===== src/rtl/adc_bcd_pkg.sv =====
// rtl/adc_bcd_pkg.sv - shared FSM encoding and BCD digit width for the binary-to-BCD converter
package adc_bcd_pkg;

    localparam int BCD_W = 4;

    // The result update is folded into the last SHIFT edge, so only two states ever hold.
    localparam logic [0:0] ST_IDLE  = 1'b0;
    localparam logic [0:0] ST_SHIFT = 1'b1;

endpackage


===== src/rtl/bcd_digit_adj.sv =====
// rtl/bcd_digit_adj.sv - double-dabble add-3 correction for one BCD digit
module bcd_digit_adj
    import adc_bcd_pkg::*;
(
    input  logic [BCD_W-1:0] digit,
    output logic [BCD_W-1:0] adj
);

    assign adj = (digit >= BCD_W'(5)) ? digit + BCD_W'(3) : digit;

endmodule


===== src/rtl/adc_bcd_conv.sv =====
// rtl/adc_bcd_conv.sv - serial binary-to-BCD converter with saturation; ADC_BCD_SCALE_EN enables input pre-scaling
module adc_bcd_conv
    import adc_bcd_pkg::*;
#(
    parameter int DATA_W      = 16,
    parameter int DIGITS      = 5,
    parameter int SCALE_SHIFT = 7
) (
    input  logic                      clk,
    input  logic                      rst_n,
    input  logic                      start,
    input  logic [DATA_W-1:0]         din,
    output logic                      busy,
    output logic                      done,
    output logic [BCD_W*DIGITS-1:0]   bcd,
    output logic                      ovf
);

    localparam int WORK_W = BCD_W * DIGITS;
    localparam int CNT_W  = $clog2(DATA_W);
    localparam logic [WORK_W-1:0] NINES = {DIGITS{4'h9}};

    logic [0:0]        state;
    logic [CNT_W-1:0]  cnt;
    logic [DATA_W-1:0] sample;
    logic [DATA_W-1:0] captured;
    logic [WORK_W-1:0] work;
    logic [WORK_W-1:0] adj;
    logic [WORK_W-1:0] work_nxt;
    logic              carry;
    logic              ovf_flag;
    logic              last;
    logic              ovf_final;

`ifdef ADC_BCD_SCALE_EN
    assign captured = din >> SCALE_SHIFT;
`else
    assign captured = din;
`endif

    for (genvar g = 0; g < DIGITS; g++) begin : g_adj
        bcd_digit_adj u_adj (
            .digit (work[g*BCD_W +: BCD_W]),
            .adj   (adj[g*BCD_W +: BCD_W])
        );
    end

    // A bit falling out of the top digit means the value no longer fits in DIGITS digits.
    assign {carry, work_nxt} = {adj, sample[DATA_W-1]};
    assign last      = (cnt == CNT_W'(DATA_W - 1));
    assign ovf_final = ovf_flag | carry;
    assign busy      = (state == ST_SHIFT);

    always_ff @(posedge clk or negedge rst_n) begin
        if (!rst_n) begin
            state    <= ST_IDLE;
            cnt      <= '0;
            sample   <= '0;
            work     <= '0;
            ovf_flag <= 1'b0;
            done     <= 1'b0;
            bcd      <= '0;
            ovf      <= 1'b0;
        end else begin
            done <= 1'b0;
            case (state)
                ST_IDLE: begin
                    if (start) begin
                        sample   <= captured;
                        work     <= '0;
                        ovf_flag <= 1'b0;
                        cnt      <= '0;
                        state    <= ST_SHIFT;
                    end
                end
                ST_SHIFT: begin
                    work     <= work_nxt;
                    sample   <= sample << 1;
                    ovf_flag <= ovf_final;
                    cnt      <= cnt + 1'b1;
                    if (last) begin
                        bcd   <= ovf_final ? NINES : work_nxt;
                        ovf   <= ovf_final;
                        done  <= 1'b1;
                        state <= ST_IDLE;
                    end
                end
                default: state <= ST_IDLE;
            endcase
        end
    end

endmodule


===== config.mk =====
export PLATFORM = sky130hd
export DESIGN_NAME = adc_bcd_conv
export DESIGN_NICKNAME = d
export VERILOG_FILES = /design/src/rtl/adc_bcd_pkg.sv /design/src/rtl/bcd_digit_adj.sv /design/src/rtl/adc_bcd_conv.sv
export SDC_FILE = /design/constraint.sdc
export NUM_CORES = 1
export LEC_CHECK = 0
export CORE_UTILIZATION = 45
export CTS_CLUSTER_SIZE = 14
export DETAILED_ROUTE_END_ITERATION = 10
export PLACE_DENSITY = 0.67
export SLEW_MARGIN = 20
export SYNTH_ARGS = -nofsm -noshare
export SYNTH_HDL_FRONTEND = slang
export SYNTH_SLANG_ARGS = --single-unit

===== constraint.sdc =====
create_clock -name clk -period 2.6 [get_ports clk]
set_clock_uncertainty 0.05 [all_clocks]
set_input_delay 0.52 -clock clk [delete_from_list [all_inputs] [get_ports clk]]
set_output_delay 0.52 -clock clk [all_outputs]
set_load 0.01 [all_outputs]

## Word-level counts from Yosys, hierarchy flattened

Index checks and enable logic that the tools add are counted.

- Add/subtract/negate cells: 6
- Order comparisons: 5
- Equal/unequal tests: 2
- Mux-type cells: 19
- Bitwise operators: 2
- Reduce and logical (&&, ||, !) cells: 1

Operators with widths:

| cell | count |
|---|---|
| $mux 20 | 2 |
| $pmux 20 s2 | 1 |
| $pmux 16 s2 | 1 |
| $mux 4 | 6 |
| $add 4x2->4 const B | 5 |
| $ge 4x3->1 const B | 5 |
| $mux 16 | 1 |
| $pmux 4 s2 | 1 |
| $mux 1 | 5 |
| $add 4x1->4 const B | 1 |
| $eq 4x4->1 const B | 1 |
| $pmux 1 s2 | 2 |
| $ne 2x2->1 const B | 1 |
| $reduce_and 2->1 | 1 |
| $not 1->1 | 1 |
| $or 1x1->1 | 1 |

- Register bits: 64
- Input bits: 19
- Output and inout port bits: 23
- Logic and storage cells: 43

## Longest topological paths before layout

- Depth in word-level cells: 4
- Mapped depth: 7
- Depth with buffers taken out: 6

## Hierarchy

From an unflattened synthesis, not the netlist that was laid out.

- Cell total of the unflattened synthesis: 266
- Area total of the unflattened synthesis: 2945.3 µm²

By module, submodules not included:

| module | instances | cells an instance | area each (µm²) | sequential area each (µm²) |
|---|---|---|---|---|
| adc_bcd_conv | 1 | 186 | 2438.6 | 1601.5 |
| bcd_digit_adj | 5 | 16 | 101.3 | 0.0 |

## Worst setup path before layout

No wires, ideal clock.

- Path kind: reg-to-reg
- Start: register work[16]
- End: register bcd[18]
- Library setup time: 0.092 ns
- Arrival time: 1.507 ns
- Data required time: 2.458 ns
- Slack: 0.951 ns
- Stages on the path, launching flop included: 7
- Buffers on the path: 0
- Clock period less this slack: 1.649 ns
- Cells stage by stage: dfrtp_1 inv_1 ha_1 nand2b_1 a21oi_1 mux2_2 o31ai_2

- Word-level cells in the longest chain between the ends: 4
- Elaborated cells between the ends (all ways): 5
- Those cells by class: add/sub (1); order compare (1); mux (2); bitwise (1)

Ends and longest elaborated chain:

| what | RTL line | text |
|---|---|---|
| start, declared | adc_bcd_conv.sv:27 | `logic [WORK_W-1:0] work;` |
| start signal, assigned | adc_bcd_conv.sv:77 | `work <= work_nxt;` |
| $add 4x2->4 or $ge 4x3->1 (tied branches) | bcd_digit_adj.sv:9 | `assign adj = (digit >= BCD_W'(5)) ? digit + BCD_W'(3) : digit;` |
| $mux 4 (*) | bcd_digit_adj.sv:9 |  |
| $or 1x1->1 | adc_bcd_conv.sv:51 | `assign ovf_final = ovf_flag \| carry;` |
| $mux 20 (*) | adc_bcd_conv.sv:82 | `bcd <= ovf_final ? NINES : work_nxt;` |
| end signal, assigned | adc_bcd_conv.sv:82 |  |
| end, declared | adc_bcd_conv.sv:15 | `output logic [BCD_W*DIGITS-1:0] bcd,` |

Mark *: on every way between the ends. The rest lies on a longest branch, timed or not.
A chain may end at the register's enable or synchronous reset.

## Worst setup path after layout

- Start: register state (netlist: busy)
- End: output busy

RTL lines:

| what | RTL line | text |
|---|---|---|
| start, declared | adc_bcd_conv.sv:23 | `logic [0:0] state;` |
| start signal, assigned | adc_bcd_conv.sv:56 | `state <= ST_IDLE;` |
| start signal, assigned | adc_bcd_conv.sv:73 | `state <= ST_SHIFT;` |
| start signal, assigned | adc_bcd_conv.sv:85 | `state <= ST_IDLE;` |
| end, declared | adc_bcd_conv.sv:13 | `output logic busy,` |

No word-level cell between the ends.

==> impl_metrics.ini <==
[outcome]
status = finished, final reports clean

[clock_tree]
htree_levels = 3
cts.path.max_buffers = 2
cts_root_buf = clkbuf_8
post_cts_buffers = 0
clkLatencyLatePin_ns = 0.34
numCtsBuffers = 9
cts_repair_resize_count = 0
cts.sinks = 64
cts_tree = yes
clk_pin_slew_worst_paths_ns = 0.07
ctsHoldBuffers = 0

[layout]
final_nets = 365
fillers = 563
final_common_cell = dfrtp_1
final_cell_area_mm2 = 0.003825
diodes = 0
drive_above_1_share_pct = 8.529
final_cell_mix = dfrtp_1 (63), clkdlybuf4s50_1 (40), nand2_1 (31), mux2i_1 (31), o21ai_0 (19)
area_growth_pct = 22.72
final_util_pct = 58.56

[power]
p_per_area_mw_per_mm2 = 1255
irDropWorstVdd_mv = 0.6387
p_leak_uw = 0.001787
power_frac_comb_pct = 42.5
swShare_pct = 36.24
p_int_uw = 3060
clockPowerShare_pct = 20.4
power.total_uw = 4799
switching_power_uw = 1739
p_seq_share_pct = 37.2

[placement]
portBuffers = 41
gp_congestion = 0.7283
hpwl_mm = 3.820
dpl_cell_area_mm2 = 0.003595

[floorplan]
rows = 29
die_area_mm2 = 0.007263
ios = 42
start_util_pct = 47.72
fp.coreArea_mm2 = 0.006531
die_height_um = 85.23
die_x_um = 85.23

[synth]
synth-xor-area-share_pct = 1.967
ys_types = 31
synth_top_family_by_area = compound AO/OA/AOI/OAI gates
syn_area_mm2 = 0.003117
synth.mux.area_fraction_pct = 10.68
synth_seq_cells = 64
syn_avg_cell_area_um2 = 10.60
syn_inst = 294
yosysSeqAreaShare_pct = 51.38
syn-num-nets = 324
synth_adder_area_share_pct = 4.416
synth_compound_area_share_pct = 14.45
synth-simple-area-share_pct = 12.61
synth_warnings = 0

[sta]
slew_headroom_pct = 44.02
final.min_clock_period_ns = 2.145
worst_pin_slew_ns = 0.8397
rsz0062_at_grt = no
timing.final.crit_share_pct = 82.51
finalSetupTns_ns = 0
setup_viol = 0
fmax_mhz = 466.1
final_max_slew_viol_count = 0
hold_viol = 0

[global_routing]
grt_max_degree = 65
antenna_found_initial = 0
grt_overflow = 0
grt_pass1_vias = 2184
grt_pass1_wl_mm = 10.04
track_usage_pct = 17.83

[critical_path]
cp-startpoint = busy
crit_path_end_kind = primary output
cp_data_arrival_time_ns = 1.58
reg2regPathDepth = 6
crit_cells = 1
rr_startpoint = work[16]
cp.required_ns = 2.03
path_cells = clkdlybuf4s50_1
cpPeakStageDelay_ns = 0.62
cp-endpoint = busy
reg2reg_slack_ns = 0.59
cp_slowest_cell = dfrtp_2
worst_setup_path_start_kind = flop
crit_type = flop to primary output
crit_family = flip-flops
cp_num_buf_inv = 1
r2r-end = bcd[7]
cp_max_fo = 27

[route]
drt-initial-drc-count = 77
dr.pass1.iters = 4
drc = 0
via_per_inst = 5.324
num_vias = 2220
routed_wl_mm = 5.753
ant_nets = 0
wl_per_cell_um = 13.80

[worst_hold_path]
hp-class = input port to asynchronous set/reset pin

[flow_run]
max-cap-violations = 0
worst min path at each step:
stage | slack, ns | endpoint | depth (start not counted) | from
5_1_grt | 0.16 | ovf | 2 | rst_n
3_5_place_dp | 0.42 | bcd[18] | 2 | bcd[18]
4_1_cts | 0.14 | bcd[19] | 2 | rst_n
3_3_place_gp | 0.41 | bcd[17] | 2 | bcd[17]
6_report | 0.13 | ovf | 2 | rst_n
2_1_floorplan | 0.17 | bcd[0] | 0 | rst_n
flip-flops by register name (all words and copies together) (netlist names):
name and flops:
ovf_flag 1, bcd 20, cnt 4, sample 16, ovf 1, done 1, busy 1, work 20
area by class of cell:
| type | instances | area (um2) | area share (%) |
|---|---|---|---|
| clock inverters | 6 | 92.59 | 2.421 |
| clock buffers | 10 | 137.6 | 3.598 |
| inverters | 12 | 45.04 | 1.178 |
| multi-input cells | 201 | 1375 | 35.95 |
| repair buffers | 47 | 475.5 | 12.43 |
| well taps | 77 | 96.34 | 2.519 |
| flip-flops and latches | 64 | 1603 | 41.90 |
routing by layer:
metal  part of all wire (%)  global-route usage (%)
met1                     50                   23.93
met2                     45                   27.27
met3                    3.0                   3.307
met4                    2.8                   10.17
met5                      0                       0
logic make-up (layout without fill, tap and decap cells):
group | count (synthesis) | after routing
mux | 33 | 33
simple gates | 79 | 79
buf+inv | 29 | 75
fa+ha+maj | 11 | 11
xor+xnor | 7 | 7
compound gates | 71 | 71
flops | 64 | 64
per-stage QoR:
stage | cells | hold slack, ns | setup WS, ns
6_report | 417 | 0.1262 | 0.4546
5_1_grt | 417 | 0.1627 | 0.3565
4_1_cts | 417 | 0.1404 | 0.4214
3_5_place_dp | 401 | 0.4227 | 0.5956
3_3_place_gp | 401 | 0.4115 | 0.6180
2_1_floorplan | 294 | 0.1744 | 0.9514
cell usage after synthesis, drive strengths merged:
cell | instances | area, um2
o31a | 1 | 8.760
o21ai | 21 | 105.1
o31ai | 4 | 35.03
nor3b | 13 | 97.59
mux2 | 2 | 22.52
inv | 12 | 45.04
mux2i | 31 | 310.3
nor2 | 16 | 60.06
nor3 | 4 | 20.02
a21oi | 17 | 88.84
nand2 | 31 | 116.4
xnor2 | 6 | 52.55
nand3 | 1 | 5.000
and2 | 8 | 50.05
clkbuf | 2 | 7.510
ha | 11 | 137.6
a31oi | 9 | 56.30
a31o | 8 | 70.07
nand4 | 1 | 12.51
dfrtp | 64 | 1602
xor2 | 1 | 8.760
nand2b | 5 | 31.28
a21o | 8 | 60.06
buf | 15 | 87.57
a22o | 3 | 26.28
power by group through the flow:
stage	Combinational, uW	Sequential [uW]	Clock, uW
2_1_floorplan	1400	1790	0
3_3_place_gp	2010	1790	0
3_5_place_dp	2070	1800	0
4_1_cts	2060	1790	1010
5_1_grt	2280	1850	1050
6_report	2040	1780	977
Power figures use the tool's default switching activity.
